File: src/rtl/divider.sv
`timescale 1ns/1ps
// divider -- sequential unsigned restoring divider, one quotient bit per clock.
//
// A division is requested with start while the block is idle. The quotient
// (XW bits) and remainder (YW bits) are produced XW cycles later and announced
// by a single-cycle done pulse. A zero divisor completes immediately with dbz
// set, q all ones and r zero. Results and dbz hold until the next accepted start.
//
// Ports:
//   clk    in   1   clock, rising edge
//   rst_n  in   1   asynchronous active-low reset
//   start  in   1   begin a division (honoured only when idle)
//   x      in   XW  unsigned dividend, sampled on accept
//   y      in   YW  unsigned divisor, sampled on accept
//   busy   out  1   division in progress (RUN or DONE)
//   done   out  1   one-cycle pulse, q/r/dbz valid
//   q      out  XW  quotient
//   r      out  YW  remainder
//   dbz    out  1   divide-by-zero flag of the last completed operation
module divider #(
  parameter int XW = 8,
  parameter int YW = 4
) (
  input  logic          clk,
  input  logic          rst_n,
  input  logic          start,
  input  logic [XW-1:0] x,
  input  logic [YW-1:0] y,
  output logic          busy,
  output logic          done,
  output logic [XW-1:0] q,
  output logic [YW-1:0] r,
  output logic          dbz
);

  localparam int CW = (XW > 1) ? $clog2(XW) : 1;
  localparam logic [CW-1:0] LAST = CW'(XW - 1);

  typedef enum logic [1:0] {
    IDLE,
    RUN,
    DONE
  } state_t;

  state_t        state_q, state_d;
  logic [CW-1:0] cnt_q, cnt_d;
  logic [YW-1:0] y_q, y_d;
  // q_q doubles as the dividend shift register: each step shifts the top
  // dividend bit out into the remainder and a quotient bit in at the bottom,
  // so after XW steps it holds the full quotient.
  logic [XW-1:0] q_q, q_d;
  logic [YW-1:0] r_q, r_d;
  logic          busy_q, busy_d;
  logic          done_q, done_d;
  logic          dbz_q, dbz_d;

  // Partial remainder after shifting in the next dividend bit; one bit wider
  // than the divisor because it can temporarily reach 2*y-1.
  logic [YW:0]   rem_sh;
  logic          ge;

  always_comb begin
    state_d = state_q;
    cnt_d   = cnt_q;
    y_d     = y_q;
    q_d     = q_q;
    r_d     = r_q;
    dbz_d   = dbz_q;
    done_d  = 1'b0;
    rem_sh  = {r_q, q_q[XW-1]};
    ge      = (rem_sh >= {1'b0, y_q});

    case (state_q)
      IDLE: begin
        if (start) begin
          if (y == '0) begin
            state_d = DONE;
            q_d     = '1;
            r_d     = '0;
            dbz_d   = 1'b1;
            done_d  = 1'b1;
          end else begin
            state_d = RUN;
            y_d     = y;
            q_d     = x;
            r_d     = '0;
            dbz_d   = 1'b0;
            cnt_d   = '0;
          end
        end
      end
      RUN: begin
        q_d   = XW'({q_q, ge});
        r_d   = ge ? YW'(rem_sh - {1'b0, y_q}) : rem_sh[YW-1:0];
        cnt_d = cnt_q + 1'b1;
        if (cnt_q == LAST) begin
          state_d = DONE;
          done_d  = 1'b1;
        end
      end
      DONE: begin
        state_d = IDLE;
      end
      default: begin
        state_d = IDLE;
      end
    endcase

    busy_d = (state_d != IDLE);
  end

  always_ff @(posedge clk or negedge rst_n) begin
    if (!rst_n) begin
      state_q <= IDLE;
      cnt_q   <= '0;
      y_q     <= '0;
      q_q     <= '0;
      r_q     <= '0;
      busy_q  <= 1'b0;
      done_q  <= 1'b0;
      dbz_q   <= 1'b0;
    end else begin
      state_q <= state_d;
      cnt_q   <= cnt_d;
      y_q     <= y_d;
      q_q     <= q_d;
      r_q     <= r_d;
      busy_q  <= busy_d;
      done_q  <= done_d;
      dbz_q   <= dbz_d;
    end
  end

  assign busy = busy_q;
  assign done = done_q;
  assign q    = q_q;
  assign r    = r_q;
  assign dbz  = dbz_q;

endmodule

File: config.mk
export PLATFORM = sky130hd
export DESIGN_NAME = divider
export DESIGN_NICKNAME = d
export VERILOG_FILES = /design/src/rtl/divider.sv
export SDC_FILE = /design/constraint.sdc
export NUM_CORES = 1
export LEC_CHECK = 0
export CORE_ASPECT_RATIO = 1.4
export CORE_MARGIN = 4
export CORE_UTILIZATION = 47
export CTS_BUF_LIST = sky130_fd_sc_hd__clkbuf_4 sky130_fd_sc_hd__clkbuf_8 sky130_fd_sc_hd__clkbuf_16
export DETAILED_ROUTE_END_ITERATION = 12
export MAX_ROUTING_LAYER = met4
export PLACE_DENSITY = 0.77
export RECOVER_POWER = 50
export SLEW_MARGIN = 10
export SYNTH_ARGS = -nofsm -noshare
export SYNTH_HDL_FRONTEND = slang
export SYNTH_SLANG_ARGS = --single-unit
File: constraint.sdc
create_clock -name clk -period 1.8 [get_ports clk]
set_input_delay 0.36 -clock clk [delete_from_list [all_inputs] [get_ports clk]]
set_output_delay 0.36 -clock clk [all_outputs]
set_load 0.005 [all_outputs]
; ---- Word level (Yosys, flattened, before mapping)
; Index checks and enable logic that the tools add are counted.
[classes]
add_sub_neg = 2
n_mul = 0
n_div = 0
n_lt_le_gt_ge = 1
n_eq_ne = 4
n_shift = 0
n_mux = 17
bitwise_logic = 1
reduce_logical = 8
[op_table]
columns = op, count
row1 = $mux 8, 2
row2 = $pmux 8 s2, 1
row3 = $mux 4, 2
row4 = $pmux 4 s2, 1
row5 = $mux 2, 3
row6 = $mux 3, 2
row7 = $pmux 3 s2, 1
row8 = $reduce_and 3->1, 2
row9 = $ge 5x4->1, 1
row10 = $logic_not 4->1, 1
row11 = $ne 2x2->1 const B, 2
row12 = $pmux 2 s2, 1
row13 = $reduce_and 2->1, 2
row14 = $reduce_bool 2->1, 2
row15 = $sub 4x4->4, 1
row16 = $add 3x1->3 const B, 1
row17 = $eq 3x3->1 const B, 1
row18 = $mux 1, 3
row19 = $eq 2x1->1 const B, 1
row20 = $logic_not 2->1, 1
row21 = $pmux 1 s2, 1
row22 = $not 1->1, 1
[word_totals]
register_bits = 24
latch_bits = 0
ramBits = 0
romBits = 0
in_bits = 15
out_inout_bits = 15
wordCells = 41
mem_count = 0

; ---- Depth between registers and ports, before layout
[logic_depth]
depth_word = 5
mapped_depth = 6

; ---- Worst setup path before layout
; Ideal clock, no wire load.
[synth_timing]
kind = register -> register
start = register r_q[1], in the netlist r[1]
end = register r_q[0], in the netlist r[0]
setup_ns = 0.101
arrival_ns = 1.341
required_time_ns = 1.699
setup_slack_ns = 0.358
stages_incl_launch_ff = 6
n_path_buf = 0
period_less_slack_ns = 1.442
cell_sequence = dfrtp_1 -> ha_1 -> o21ai_0 -> a21oi_2 -> o21a_1 -> o32ai_1
[synth_via]
elab_chain_cells = 3
[synth_rtl]
columns = item, line
row1 = "start, declared", 52  ; logic [YW-1:0] r_q, r_d;
row2 = "start signal, assigned", 127  ; r_q <= r_d;
row3 = $ge 5x4->1, 71  ; ge = (rem_sh >= {1'b0, y_q});
row4 = $mux 4, 94  ; r_d = ge ? YW'(rem_sh - {1'b0, y_q}) : rem_sh[YW-1:0];
row5 = $pmux 4 s2, 73  ; case (state_q)
; Every way passes these cells.
; A chain may end at the register's enable or synchronous reset.

; ---- Final worst setup path
; Same ends and word-level chain as after synthesis.

==> results.py <==
metrics = {
    "clock_tree": {
        "clkTransAtPathRegs_ps": 120,
        "cts_resized": 0,
        "hold_buffers": 0,
        "cts_num_sinks": 24,
        "postCtsSetupBuffers": 0,
        "cts_root_buf": "clkbuf_4",
        "clock_latency_ps": 310,
        "clock_path_buffers": 2,
        "cts_tree": "done",
        "htree_levels": 1,
        "numCtsBuffers": 3,
    },
    "route": {
        "drt-initial-drc-count": 40,
        "drc_errors": 0,
        "ant_nets": 0,
        "finalWirelength_um": 2990,
        "routedWlPerCell_um": 15.3,
        "dr.pass1.iters": 4,
        "dr_total_vias": 1105,
        "avgViaCountPerCell": 5.67,
    },
    "sta": {
        "hold_viol": 0,
        "slew_viol_final": 0,
        "slew_headroom_pct": 59.2,
        "rsz0062_at_grt": "false",
        "fmax_ghz": 0.593,
        "worstMarginPinSlew_ps": 612,
        "fin_skew_ps": 2.11,
        "setup_viol": 0,
        "period_share_pct": 93.7,
        "fin_ws_ps": 113,
        "post-route-min-period_ps": 1690,
    },
    "power": {
        "p_sw_mw": 1.19,
        "clock_power_share_pct": 7.9,
        "internal_power_mw": 1.70,
        "power.density_mw_per_mm2": 1790,
        "switching_share_pct": 41.2,
        "total_leakage_power_nw": 0.716,
        "seq_power_share_pct": 34.9,
        "ir_drop_v": 0.000970,
        "pwr-share-comb_pct": 57.3,
    },
    "floorplan": {
        "rows": 22,
        "start_util_pct": 48.8,
        "core_mm2": 0.00259,
        "io_pins": 30,
        "die_width_um": 51.8,
        "die_h_um": 69.4,
        "dieArea_mm2": 0.00359,
    },
    "synth": {
        "synth_area_mm2": 0.00126,
        "synthArstFlopShare_pct": 100,
        "yosys-top-cells-count": "24 x dfrtp_1, 23 x nand2_1, 15 x o21ai_0",
        "synth-edff-count": 0,
        "yosysSeqAreaShare_pct": 47.5,
        "synth_flop_cell": "dfrtp_1",
        "synth_area_leaders": "dfrtp_1 48%, nand2_1 6.8%, ha_1 5.9%",
        "yosys_warnings": 0,
        "synth.avg_cell_area_um2": 10.0,
        "synthesis.nets": 148,
        "yosysUniqueCellTypes": 37,
        "yosysMostFrequentCell": "dfrtp_1",
        "yosysTopAreaCell": "dfrtp_1",
        "synth_seq_cells": 24,
        "synth_top_area_share_pct": 47.5,
        "synthCells": 126,
    },
    "worst_hold_path": {
        "worstHoldStart": "y_q[3]",
        "whs_path_depth": 2,
        "hold_path_end": "y_q[3]",
        "min_path_type": "reg -> reg",
    },
    "critical_path": {
        "cp.arrival_ps": 1900,
        "reg2reg_from": "r[1]",
        "max_stage_delay_ps": 450,
        "rrSetupSlack_ps": 110,
        "path_buf_inv": 0,
        "worstPathMaxFanout": 6,
        "r2r_cells": 5,
        "rr_endpoint": "r[0]",
        "path_class": "reg -> reg",
        "crit_family": "compound AO/OA/AOI/OAI gates",
        "path_cells": "ha_1 -> o21ai_0 -> a21oi_2 -> o21a_1 -> o32ai_1",
        "cpMaxStageDelayCell": "dfrtp_1",
        "start_kind": "flop",
        "end_kind": "flop",
        "cp.required_ps": 2010,
    },
    "placement": {
        "hpwl_um": 2300,
        "pre_cts_slack_ps": -21.5,
        "port-buffer-count": 29,
        "place.gp.congestion": 0.835,
    },
    "final_layout": {
        "nets": 183,
        "drive_gt1_share_pct": 8.18,
        "syn2layout_area_growth_pct": 27.9,
        "post-route-util_pct": 62.5,
        "antenna_cells": 0,
    },
    "grt": {
        "grt_util_all_layers_pct": 17.8,
        "first_global_vias": 1073,
        "grt_max_degree": 25,
        "grt_pass1_wl_um": 4800,
        "antenna_found_initial": 0,
        "grt_overflow": 0,
    },
    "run": {
        "max_cap_violations": 0,
    },
    "outcome": {
        "outcome": "completed",
    },
}
[worst max-delay path by stage]
stage                      end  cells past startpoint   start  slack, ps
floorplan                 r[0]                      5    r[1]        360
global placement    state_q[0]                      4    y[1]         70
detailed placement  state_q[0]                      4    y[1]        -20
CTS                       r[3]                      1    r[3]        110
global route              r[0]                      6  y_q[1]         10
finish                    r[0]                      5    r[1]        110
[area by class of cell]
class | count | area (um2)
fill | 243 | 971
sequential | 24 | 601
multi-input combinational | 91 | 601
timing repair buffer | 34 | 322
tap | 36 | 45.0
inverter | 7 | 26.3
clock buffer | 3 | 22.5
[through the flow]
step | hold WS (ps) | TNS (ps) | total power, mW | area (um2) | cells
after floorplan | 64.4 | 0 | 2.05 | 1260 | 126
after global placement | 478 | 0 | 2.60 | 1610 | 192
after detailed placement | 467 | -21.5 | 2.69 | 1610 | 192
after CTS | 402 | 0 | 2.93 | 1630 | 195
after global routing | 503 | 0 | 3.14 | 1620 | 195
final | 486 | 0 | 2.89 | 1620 | 195
[layout by cell type, fill, tap and decap left out, types with 2 or more instances in the layout]
cell,instances
o31ai_1,2
nand2b_1,2
nand3_1,2
clkdlybuf4s50_1,27
dlygate4sd3_1,2
a22o_1,4
clkbuf_4,3
ha_1,6
nand2_1,23
a22oi_1,7
nor3_1,4
o21bai_1,2
dfrtp_1,24
o21ai_0,15
inv_1,7
a21oi_1,2
buf_4,3
nor2_1,2
[power groups by stage]
stage | logic [mW] | clock network [mW] | registers, mW
global route | 1.85 | 0.257 | 1.04
detailed placement | 1.67 | 0 | 1.02
CTS | 1.68 | 0.238 | 1.01
finish | 1.65 | 0.227 | 1.01
floorplan | 1.07 | 0 | 0.985
global placement | 1.59 | 0 | 1.01
[cell families (layout without fill, tap and decap cells)]
family	count (synthesis)	count (layout)	synth area share, %
AOI/OAI and AO/OA	41	41	22.4
adders and majority gates	7	7	7.52
buffers and inverters	11	44	4.26
DFF	24	24	47.5
muxes	1	1	0.891
and+or+nand+nor	42	42	17.4
[layer usage]
| layer | routed length (um) | share of wire, % | GRT usage, % |
|---|---|---|---|
| met1 | 1120 | 38 | 20.4 |
| met2 | 1700 | 57 | 30.1 |
| met3 | 100 | 3.3 | 3.23 |
| met4 | 66 | 2.2 | 6.71 |
| met5 | 0 | 0 | - |
[state kept, by name, indices dropped and copies added (netlist names)]
| register | count |
|---|---|
| r | 4 |
| done | 1 |
| busy | 1 |
| y_q | 4 |
| dbz | 1 |
| q | 8 |
| cnt_q | 3 |
| state_q | 2 |
[tightest hold or removal path, stage by stage (launching register included)]
cell,delay (ps)
dfrtp_1,360
nand2_1,50
nand2_1,50
(Power assumes the default switching activity.)
